$ cat src/rtl/fetch_stage.sv
// Instruction fetch stage: PC register with redirect/stall control, IF/ID pipeline
// register, misaligned-redirect capture and fetch/flush performance counters.

package fetch_stage_pkg;

  localparam int unsigned XLEN = 32;

  typedef struct packed {
    logic [XLEN-1:0] pc;
    logic [XLEN-1:0] pc4;
    logic [XLEN-1:0] instr;
    logic            valid;
  } ifid_t;

endpackage

module fetch_stage
  import fetch_stage_pkg::*;
#(
  parameter logic [31:0] RESET_PC  = 32'h0000_0000,
  parameter logic [31:0] NOP_INSTR = 32'h0000_0013
) (
  input  logic        i_clk,
  input  logic        i_rst_n,
  input  logic        i_stallF,
  input  logic        i_stallD,
  input  logic        i_flushD,
  input  logic        i_br_sel,
  input  logic [31:0] i_br_target,
  input  logic [31:0] i_imem_rdata,
  output logic [31:0] o_imem_addr,
  output logic [31:0] o_pcD,
  output logic [31:0] o_pc4D,
  output logic [31:0] o_instrD,
  output logic        o_validD,
  output logic        o_misalign,
  output logic [31:0] o_bad_addr,
  output logic [31:0] o_fetch_cnt,
  output logic [31:0] o_flush_cnt
);

  localparam ifid_t IFID_BUBBLE = '{pc: '0, pc4: '0, instr: NOP_INSTR, valid: 1'b0};

  logic [XLEN-1:0] pc_q, pc_d;
  ifid_t           ifid_q, ifid_d;
  logic [XLEN-1:0] fetch_cnt_q, fetch_cnt_d;
  logic [XLEN-1:0] flush_cnt_q, flush_cnt_d;
  logic            misalign_q, misalign_d;
  logic [XLEN-1:0] bad_addr_q, bad_addr_d;

  logic [XLEN-1:0] pc_plus4;
  logic            capture;

  assign pc_plus4 = pc_q + XLEN'(4);
  assign capture  = !i_flushD && !i_stallD;

  // Next-state: redirect beats stall for the PC; flush beats stall for IF/ID.
  always_comb begin
    pc_d        = pc_q;
    ifid_d      = ifid_q;
    fetch_cnt_d = fetch_cnt_q;
    flush_cnt_d = flush_cnt_q;
    misalign_d  = misalign_q;
    bad_addr_d  = bad_addr_q;

    if (i_br_sel) begin
      pc_d = {i_br_target[31:1], 1'b0};
    end else if (!i_stallF) begin
      pc_d = pc_plus4;
    end

    if (i_flushD) begin
      ifid_d      = IFID_BUBBLE;
      flush_cnt_d = flush_cnt_q + XLEN'(1);
    end else if (capture) begin
      ifid_d.pc    = pc_q;
      ifid_d.pc4   = pc_plus4;
      ifid_d.instr = i_imem_rdata;
      ifid_d.valid = 1'b1;
      fetch_cnt_d  = fetch_cnt_q + XLEN'(1);
    end

    // Only the first misaligned target is kept for diagnosis.
    if (i_br_sel && i_br_target[1] && !misalign_q) begin
      misalign_d = 1'b1;
      bad_addr_d = i_br_target;
    end
  end

  always_ff @(posedge i_clk) begin
    if (!i_rst_n) begin
      pc_q        <= RESET_PC;
      ifid_q      <= IFID_BUBBLE;
      fetch_cnt_q <= '0;
      flush_cnt_q <= '0;
      misalign_q  <= 1'b0;
      bad_addr_q  <= '0;
    end else begin
      pc_q        <= pc_d;
      ifid_q      <= ifid_d;
      fetch_cnt_q <= fetch_cnt_d;
      flush_cnt_q <= flush_cnt_d;
      misalign_q  <= misalign_d;
      bad_addr_q  <= bad_addr_d;
    end
  end

  assign o_imem_addr = pc_q;
  assign o_pcD       = ifid_q.pc;
  assign o_pc4D      = ifid_q.pc4;
  assign o_instrD    = ifid_q.instr;
  assign o_validD    = ifid_q.valid;
  assign o_misalign  = misalign_q;
  assign o_bad_addr  = bad_addr_q;
  assign o_fetch_cnt = fetch_cnt_q;
  assign o_flush_cnt = flush_cnt_q;

endmodule

$ cat config.mk
export PLATFORM = sky130hd
export DESIGN_NAME = fetch_stage
export DESIGN_NICKNAME = d
export VERILOG_FILES = /design/src/rtl/fetch_stage.sv
export SDC_FILE = /design/constraint.sdc
export NUM_CORES = 1
export LEC_CHECK = 0
export ABC_CLOCK_PERIOD_IN_PS = 3600
export CAP_MARGIN = 0
export CELL_PAD_IN_SITES_DETAIL_PLACEMENT = 0
export CELL_PAD_IN_SITES_GLOBAL_PLACEMENT = 2
export CORE_UTILIZATION = 29
export DETAILED_ROUTE_END_ITERATION = 8
export PLACE_DENSITY_LB_ADDON = 0.05
export SLEW_MARGIN = 20
export SYNTH_ARGS = -nofsm -noshare
export SYNTH_HDL_FRONTEND = slang
export SYNTH_SLANG_ARGS = --single-unit
$ cat constraint.sdc
create_clock -name i_clk -period 3.6 [get_ports i_clk]
set_input_delay 0.36 -clock i_clk [delete_from_list [all_inputs] [get_ports i_clk]]
set_output_delay 0.36 -clock i_clk [all_outputs]
set_load 0.03 [all_outputs]
Word-level counts from Yosys, hierarchy flattened. Cells that the tools add are included.

$lt $le $gt $ge: 0. Div/mod/pow operators: 0. Reduce and logical (&&, ||, !) cells: 9. Add/sub/neg operators: 3. Bitwise gates (word level): 2. Equal/unequal tests: 1. Shift-type cells: 0. Multiply operators: 0. Mux-type cells: 2.

Operators by type and width (count): $add A32 B1 Y32 const B (2); $mux W32 (2); $add A32 B3 Y32 const B (1); $reduce_or A2 Y1 (2); $logic_and A1 B1 Y1 (3); $logic_not A1 Y1 (3); $ne A2 B1 Y1 const B (1); $not A1 Y1 (2); $reduce_and A2 Y1 (1).

Memories kept: 0. Output and inout bits: 226. Input port bits: 70. ROM bits: 0. Bits in latches: 0. Bits in registers: 226. Memory bits (writable): 0. Logic and storage cells: 27.

Logic depth before layout (Yosys ltp).
Word-level depth: 3. Depth in mapped cells: 7. Gate-level depth less buffers: 6.

Worst setup path before layout. Ideal clock, no wire load.

Path type: reg-to-reg. Start point: register pc_q[2], in the netlist o_imem_addr[2]. End point: register ifid_q, in the netlist o_pc4D[26]. Required time: 3.530 ns. Arrival time: 2.026 ns. Library setup time: 0.070 ns. Buffers on the path: 0. Path slack: 1.504 ns. Clock period less this slack: 2.096 ns. Stages on the path, launching flop included: 7. Path through: dfxtp_1 -> ha_1 -> nand3_1 -> nor4_4 -> nand3_1 -> xor2_1 -> a21oi_1.

Cells in the longest elaborated chain, start to end: 1.

RTL lines: start, declared (line 44) `logic [XLEN-1:0] pc_q, pc_d;`; start signal, assigned (line 99) `pc_q <= pc_d;`; $add A32 B3 Y32 (line 54) `assign pc_plus4 = pc_q + XLEN'(4);`; end signal, assigned (line 100) `ifid_q <= ifid_d;`; end, declared (line 45) `ifid_t ifid_q, ifid_d;`.

Every way passes these cells. A chain may end at the register's enable or synchronous reset.

Final worst setup path.
Start point: register pc_q[5], in the netlist o_imem_addr[5]. End point: register ifid_q, in the netlist o_pc4D[23].

The elaborated chain is that of the path after synthesis.

==> impl_metrics.yaml <==
setup_path:
  r2r_slack_ns: 1.22
  timing.critical_path.arrival_ns: 2.75
  crit_top_cell: "nand4_1"
  worst_r2r_path_depth: 5
  cpPeakStageDelay_ns: 0.70
  crit_slowest_cell: "nor4_4"
  path_class: "reg2reg"
  r2r-end: "o_pc4D[23]$_SDFFE_PP0P_"
  cp-start-kind: "flip-flop"
  rr_startpoint: "o_imem_addr[5]$_SDFFE_PN0P_"
  critPathMaxFanout: 9
  worstSetupEndpointType: "flip-flop"
  required_ns: 3.97
  path_cells: "nand4_1, nor4_4, nand4_1, xor2_1, a21oi_1"
drt:
  drt_first_iter_violations: 334
  wl_um: 29850
  via_count: 8186
  routedWlPerCell_um: 16.76
  detail-route-antenna-nets: 0
  firstDrtPassIters: 4
  drcViolationCount: 0
  avgViaCountPerCell: 4.596
final_layout:
  final_cell_mix: "clkdlybuf4s50_1, dfxtp_1, nand2_1, nor2_1, mux2i_1"
  fillers: 3323
  ff_latch_area_um2: 4444
  mostFrequentLayoutCell: "clkdlybuf4s50_1"
  area_delta_synth_final_pct: 43.53
  layout.nets: 1391
  final_core_util: 0.4235
  multi_input_area_um2: 4746
  final_layout_size_suffix_gt1_frac: 0.05605
power:
  power_density_nw_per_um2: 449.8
  p_leak_nw: 5.149
  ir_drop_mv: 0.3067
clocking:
  worstSkewPairLatency_ns: 0.52
  ctsHoldBuffers: 0
  postCtsSetupRepairBufs: 0
  cts_tree: "done"
  clockBufferDepth: 3
  cts.sinks: 222
  path_clk_slew_ns: 0.06
  cts_inserted_buffers: 27
  post_cts_resized: 0
  htreeDepth: 1
  cts_root_buf: "clkbuf_16"
min_path:
  hold_end: "o_instrD[3]$_SDFFE_PP0P_"
  holdPathStages: 3
  min_from: "i_stallD"
  hold_path_class: "in2reg"
die:
  core-area_um2: 32540
  die_height_um: 183.9
  initial_core_util: 0.2951
  rows: 66
  die_area_um2: 33840
  boundaryPins: 296
  die_w_um: 183.9
synth:
  ys_seq_area_frac: 0.4629
  synth_edf_count: 0
  ys_ff_latch: 222
  synth_cell_types: 45
  syn_avg_cell_area_um2: 9.031
  synth_flop_cell: "dfxtp_1"
  synth_area_um2: 9600
  synth_warnings: 0
  async_reset_ff_frac: 0
  syn_inst: 1063
global_route:
  grt_pass1_wl_um: 45870
  grt_pass1_vias: 7877
  track_usage: 0.1724
  grt_max_degree: 72
  gr-total-overflow: 0
  antenna_found_initial: 4
timing:
  fin_crit_ns: 2.384
  hold_viol: 0
  max_slew.worst_pin.slew_ns: 0.9871
  fin_skew_ns: 0.005290
  fmaxAchievable_mhz: 419.4
  fin_ws_ns: 1.216
  period_share: 0.6623
  slew_viol_final: 0
  grt_setup_unrepaired: "no"
  setup_viol: 0
  slew_headroom: 0.3420
  timing.setup.tns_ns: 0
placed_design:
  post-place-ws_ns: 0.9396
  port_buffers: 292
  gp_congestion: 0.7344
  hpwl_um: 20980
run_status:
  outcome: "finished clean"
job:
  cap_violations: 0
==> kinds of logic after synthesis <==
group,count (synthesis),share of synthesized area
compound gates,158,0.09696
xor+xnor,107,0.09762
fa+ha+maj,3,0.003910
buf+inv,99,0.04522
flops,222,0.4629
mux,69,0.07194
other cells,1,0.0003906
simple gates,404,0.2210
==> Yosys cell counts (2+ instances only) <==
library cell / number / area [um^2]
nand2b_1: 3 / 18.77
buf_6: 2 / 22.52
o21a_1: 2 / 15.01
ha_1: 3 / 37.54
nand2_1: 114 / 427.9
inv_1: 18 / 67.56
and2_1: 54 / 337.8
nor2b_1: 7 / 43.79
a21boi_0: 40 / 300.3
xnor2_1: 48 / 420.4
buf_1: 5 / 18.77
nand4_2: 2 / 25.02
xor2_1: 59 / 516.8
buf_2: 10 / 50.05
and3_1: 8 / 50.05
o211a_1: 4 / 40.04
nor4_1: 6 / 37.54
clkbuf_1: 54 / 202.7
nand3_1: 37 / 185.2
nor4_4: 5 / 106.4
mux2i_1: 69 / 690.7
nor4b_1: 2 / 17.52
and4_1: 11 / 96.34
a21oi_1: 50 / 250.2
nor3_1: 21 / 105.1
nor2_1: 87 / 326.6
dfxtp_1: 222 / 4444
nand4b_1: 2 / 17.52
nand4_1: 27 / 168.9
a21boi_1: 3 / 22.52
o21ai_0: 57 / 285.3
buf_4: 9 / 67.56
or3_1: 10 / 62.56
==> area by class of cell <==
type	count	area share
tap	442	0.04013
clock inverter	10	0.01090
multi-input combinational	744	0.3444
antenna	1	0.0001816
clock buffer	39	0.05811
sequential	222	0.3225
inverter	18	0.004903
timing repair buffer	305	0.2188
==> metrics by stage <==
| stage | instances | hold slack [ns] | power (mW) | area, um^2 |
|---|---|---|---|---|
| after global routing | 1780 | 0.3378 | 6.467 | 13780 |
| after CTS | 1780 | 0.3226 | 6.309 | 13780 |
| after global placement | 1731 | 0.4324 | 3.381 | 12830 |
| after detailed placement | 1731 | 0.4356 | 3.380 | 12830 |
| final | 1781 | 0.3476 | 6.197 | 13780 |
| after floorplan | 1065 | 0.4563 | 3.052 | 9608 |
==> worst max-delay path by stage <==
stage / start / endpoint / slack (ns) / cells after the start
after detailed placement: i_flushD / o_flush_cnt[18]$_SDFFE_PN0P_ / 0.94 / 6
after global routing: o_imem_addr[5]$_SDFFE_PN0P_ / o_pc4D[23]$_SDFFE_PP0P_ / 0.95 / 5
after CTS: o_imem_addr[5]$_SDFFE_PN0P_ / o_pc4D[23]$_SDFFE_PP0P_ / 1.16 / 5
after floorplan: o_imem_addr[2]$_SDFFE_PN0P_ / o_pc4D[26]$_SDFFE_PP0P_ / 1.50 / 6
after global placement: i_flushD / o_flush_cnt[31]$_SDFFE_PN0P_ / 0.99 / 6
final: o_imem_addr[5]$_SDFFE_PN0P_ / o_pc4D[23]$_SDFFE_PP0P_ / 1.22 / 5
==> sequential cells by signal (all words and copies together) (netlist names) <==
register	flops
o_bad_addr	32
o_validD	1
o_pcD	31
o_misalign	1
o_instrD	32
o_imem_addr	31
o_fetch_cnt	32
o_pc4D	30
o_flush_cnt	32
==> per-layer routing <==
| metal | global-route usage | vias to the layer above | wire [um] |
|---|---|---|---|
| met4 | 0.04033 | 4 | 636 |
| met5 | 0 | - | 32 |
| met1 | 0.2247 | 3834 | 13650 |
| li1 | - | 4094 | - |
| met3 | 0.05170 | 40 | 2169 |
| met2 | 0.2779 | 214 | 13360 |
==> power by group <==
group          leakage (nW)  internal, mW  switching, mW
combinational          2.87         0.299          0.390
sequential             1.81          2.54         0.0899
clock                 0.475          1.82           1.06
total                  5.15          4.65           1.54
==> worst max-delay path, delay by kind of cell (launching register included) <==
kind / cells / cell delay, ns
xor+xnor: 1 / 0.20
compound gates: 1 / 0.09
flops: 1 / 0.59
simple gates: 3 / 1.35
Power figures use the tool's default switching activity.
==> patch 1, RTL diff (config.mk and constraints unchanged) <==
The parameter `NOP_INSTR` goes from 32'h0000_0013 to 32'h00000010.
--- a/src/rtl/fetch_stage.sv
+++ b/src/rtl/fetch_stage.sv
@@ -18,7 +18,7 @@
   import fetch_stage_pkg::*;
 #(
   parameter logic [31:0] RESET_PC  = 32'h0000_0000,
-  parameter logic [31:0] NOP_INSTR = 32'h0000_0013
+  parameter logic [31:0] NOP_INSTR = 32'h00000010
 ) (
   input  logic        i_clk,
   input  logic        i_rst_n,
Behaviour: not the same (a bounded check fails within 4 cycles, from zero or initial values and one cycle with i_rst_n low).
==> patch 1 against the unedited design <==
  * Critical endpoint is now o_pc4D[29]
  * Largest power group unchanged
  * Power shrank 3.6%
  * Largest cell class unchanged
  * Routed wire length grew 2.0%
  * Synthesized area is essentially flat
  * Final area shrank 0.58%
  * Worst setup slack lost 0.019 ns
  * Fmax shrank 0.77%
  * Cell count shrank 0.11%
  * Sequential cell count is the same
==> patch 1: results (changes against the unedited design) <==
p_seq_share_pct: 43.9  # was 42.4%
nNetsFinal: 1394  # was 1,391
use_met1_pct: 23.4  # was 22.5%
multi_input_area_share_pct: 34.6  # was 34.4%
drt_wl_total_um: 30500  # was 29,800 um
dpl-instance-area_um2: 12800  # about the same
vias: 8157  # was 8,186
instances_no_fill: 1779  # was 1,781
avgSynthCellArea_um2: 9.03  # about the same
met2_usage_pct: 28.2  # was 27.8%
yosysWarnings: 0  # unchanged
grt_pass1_wl_um: 47000  # was 45,900 um
synth.area.top_cells: "dfxtp_1 46%, mux2i_1 7.2%, xor2_1 5.4%"  # unchanged
fin_util_pct: 42.1  # was 42.4%
vdd_drop_max_v: 0.000366  # was 0.000307 V
grt_start_max_net_pins: 92  # was 72
dp_cells: 1733  # was 1,731
power_sequential_mw: 2.62  # was 2.63 mW
dp_slack_ns: 0.933  # was 0.940 ns
gp_congestion: 0.762  # was 0.734
grt_usage_pct: 17.7  # was 17.2%
grt_pass1_vias: 7973  # was 7,877
seq_area_frac_synth_pct: 46.3  # about the same
route.met2.wl_um: 13500  # was 13,400 um
synthTopCellsByCount: "222 x dfxtp_1, 112 x nand2_1, 89 x nor2_1"  # was 222 x dfxtp_1, 114 x nand2_1, 87 x nor2_1
finalClockSkew_ns: 0.00991  # was 0.00529 ns
wl_met3_um: 2150  # was 2170 um
critPathArrivalTime_ns: 2.86  # was 2.75 ns
final-clk-cell-share_pct: 6.27  # was 6.90%
antenna_cells: 0  # was 1
root_buffer: "clkbuf_16"  # unchanged
cellLeakagePower_nw: 5.10  # was 5.15 nW
m1WireLength_um: 14200  # was 13,700 um
p_int_mw: 4.45  # was 4.65 mW
cts_setup_buffers: 0  # unchanged
numCtsBuffers: 28  # was 27
drt_iter0_drc: 263  # was 334
status: "finished, final reports clean"  # unchanged
nonClockBufferCount: 307  # was 305
maxSlewHeadroom_pct: 35.6  # was 34.2%
dp_hpwl_um: 21100  # was 21,000 um
gr-usage-met3_pct: 4.97  # was 5.17%
antenna_found_initial: 1  # was 4
layout-drive-gt1-share_pct: 5.09  # was 5.61%
top_layer_used: "met4"  # was met5
nFillCells: 3281  # was 3,323
synth-seq-cells: 222  # unchanged
buf_share_pct: 22.1  # was 21.9%
clock_power_share_pct: 44.5  # was 46.5%
clockBufferCount: 43  # was 39
patch 1: changes by cell type after synthesis, sizes merged:
cell,change
buf,+1
nand2,-2
clkbuf,-1
nor2,+2
patch 1: critical path, stage by stage, from the launching register on:
cell and delay (ns):
dfxtp_1 0.58, nand4_1 0.45, nor4_4 0.73, nand4_1 0.22, xor2_1 0.21, a21oi_1 0.15
patch 1: cells by family after synthesis:
| kind of cell | share of synthesized area [%] |
|---|---|
| AOI/OAI and AO/OA | 9.69 |
| xor gates and xnor gates | 9.76 |
| adders and majority gates | 0.391 |
| buffers and inverters | 4.55 |
| DFF | 46.3 |
| muxes | 7.19 |
| other | 0.0391 |
| and+or+nand+nor | 22.1 |
patch 1: final timing paths:
kind,startpoint,endpoint,slack (ns),depth (start not counted)
max reg2reg,o_imem_addr[6],o_pc4D[29],1.20,5
max,o_imem_addr[6],o_pc4D[29],1.20,5
min,i_stallD,o_pc4D[10],0.28,3
min reg2reg,o_validD,o_validD,0.45,2
==> patch 2, RTL diff (config.mk and constraints unchanged) <==
Made on the original files. Take the reset off `bad_addr_q` and load it in a clocked block of its own.
--- a/src/rtl/fetch_stage.sv
+++ b/src/rtl/fetch_stage.sv
@@ -94,15 +94,17 @@
       fetch_cnt_q <= '0;
       flush_cnt_q <= '0;
       misalign_q  <= 1'b0;
-      bad_addr_q  <= '0;
     end else begin
       pc_q        <= pc_d;
       ifid_q      <= ifid_d;
       fetch_cnt_q <= fetch_cnt_d;
       flush_cnt_q <= flush_cnt_d;
       misalign_q  <= misalign_d;
-      bad_addr_q  <= bad_addr_d;
     end
+  end
+
+  always_ff @(posedge i_clk) begin
+    bad_addr_q <= bad_addr_d;
   end
 
   assign o_imem_addr = pc_q;
Function: changed (Yosys sat finds a counterexample within 4 cycles, from zero or initial values and one cycle with i_rst_n low).
==> patch 2 against the unedited design <==
  * Sequential power is 2% higher
  * Final area is 2.4% lower
  * Worst setup slack worse by 0.057 ns
  * Sequential share of layout area is 3.2 points higher
  * Power is 2.3% lower
  * Sequential cell count stayed put
  * Synthesized area is 3.1% lower
  * Synthesized cell count is 8.9% lower
  * Routed wire length is 2.6% lower
  * Largest power group unchanged
==> patch 2: results (changes against the unedited design) <==
status: "finished, final reports clean"  # unchanged
critPathArrivalTime_ns: 2.90  # was 2.75 ns
worst_slew_pin_slew_ns: 0.962  # was 0.987 ns
multi_input_cells: 667  # was 744
clock_power_share_pct: 45.0  # was 46.5%
synth_flop_cell: "dfxtp_1"  # unchanged
multi_input_area_um2: 4210  # was 4750 um2
grt_pass1_vias: 7500  # was 7,877
inverters: 8  # was 18
yosysWarnings: 0  # unchanged
nonClockBufferCount: 309  # was 305
finalClockSkew_ns: 0.0145  # was 0.00529 ns
synthTopCellsByCount: "190 x dfxtp_1, 146 x nor2_1, 68 x a21oi_1, 68 x mux2i_1, 63 x xor2_1"  # was 222 x dfxtp_1, 114 x nand2_1, 87 x nor2_1
dp_hpwl_um: 19800  # was 21,000 um
antenna_found_initial: 1  # was 4
cp_slowest_cell: "nor4_4"  # unchanged
path_delay_family: "simple AND/OR/NAND/NOR gates"  # unchanged
seq_share_pct: 35.4  # was 32.3%
drt_iter0_drc: 323  # was 334
synth_cell_types: 51  # was 45
p_int_mw: 4.53  # was 4.65 mW
buf_share_pct: 22.6  # was 21.9%
clockBufferCount: 45  # was 39
numPortBuffers: 292  # unchanged
gp_congestion: 0.742  # was 0.734
clk_path_buf_depth: 3  # unchanged
nNetsFinal: 1309  # was 1,391
seq_area_frac_synth_pct: 51.2  # was 46.3%
clk_latency_ns: 0.54  # was 0.52 ns
vias: 7615  # was 8,186
synth.area.top_cells: "dfxtp_1 41%, edfxtp_1 10%, mux2i_1 7.3%"  # was dfxtp_1 46%, mux2i_1 7.2%, xor2_1 5.4%
htreeDepth: 1  # unchanged
layout-drive-gt1-share_pct: 6.60  # was 5.61%
cp_max_fo: 13  # was 9
synth_edf_count: 32  # was 0
cts_setup_buffers: 0  # unchanged
numCtsBuffers: 28  # was 27
cts_resized: 0  # unchanged
clk_pin_slew_ns: 0.06  # about the same
grt_start_max_net_pins: 70  # was 72
drt_wl_total_um: 29100  # was 29,800 um
vdd_drop_max_v: 0.000331  # was 0.000307 V
grt_usage_pct: 17.4  # was 17.2%
root_buffer: "clkbuf_16"  # unchanged
async_flop_share_pct: 0  # unchanged
grt_pass1_wl_um: 45000  # was 45,900 um
final-clk-cell-share_pct: 6.66  # was 6.90%
antenna_cells: 1  # unchanged
nFillCells: 3120  # was 3,323
cellLeakagePower_nw: 4.87  # was 5.15 nW
slowest_delay_ns: 0.78  # was 0.70 ns
clock-sinks: 222  # unchanged
p_comb_share_pct: 11.0
min_path_type: "in2reg"  # unchanged
patch 2: changes by cell type in the layout (fill, tap and decap cells not counted), sizes merged, moves of 6 or more:
cell,unedited run,this run
and2,54,6
nand2,114,44
a21boi,43,0
xnor2,48,40
inv,18,8
nor2,87,146
edfxtp,0,32
dfxtp,222,190
nand4,30,46
a21oi,50,68
nor3,23,13
clkbuf,39,45
and3,8,18
patch 2: stage by stage:
stage	total power [mW]	std cells	hold slack, ns	worst slack (ns)	cell area, um2
after floorplan	3.08	970	0.449	1.07	9310
after global placement	3.40	1608	0.434	0.824	12500
after detailed placement	3.40	1608	0.444	0.786	12500
after CTS	6.16	1660	0.184	1.14	13400
after global routing	6.32	1660	0.198	0.939	13400
final	6.06	1661	0.201	1.16	13400
patch 2: per-layer routing:
layer | GRT usage (%) | part of all wire [%] | up-vias
li1 | - | - | 3892
met1 | 22.6 | 45 | 3510
met2 | 28.6 | 46 | 179
met3 | 4.70 | 6.5 | 34
met4 | 4.20 | 2.1 | 0
met5 | 0 | 0 | -
patch 2: path summary, 6_finish.rpt:
| path | from | to | slack (ns) | depth (start not counted) |
|---|---|---|---|---|
| worst max-delay path | o_imem_addr[13] | o_imem_addr[31] | 1.16 | 5 |
| worst min-delay path | i_stallD | o_pc4D[31] | 0.20 | 2 |
| worst max register to register | o_imem_addr[13] | o_imem_addr[31] | 1.16 | 5 |
| worst min register to register | o_validD | o_validD | 0.44 | 2 |
patch 2: cell families (layout without fill, tap and decap cells):
group	after synthesis	count (layout)	synth area share, %
AO/OA/AOI/OAI	136	136	7.59
XOR/XNOR	103	103	9.70
adder cells (fa/ha/maj)	3	3	0.404
buffers and inverters	81	369	3.82
flip-flops	222	222	51.2
multiplexers	69	69	7.44
other	1	4	0.0403
AND/OR/NAND/NOR	353	353	19.8
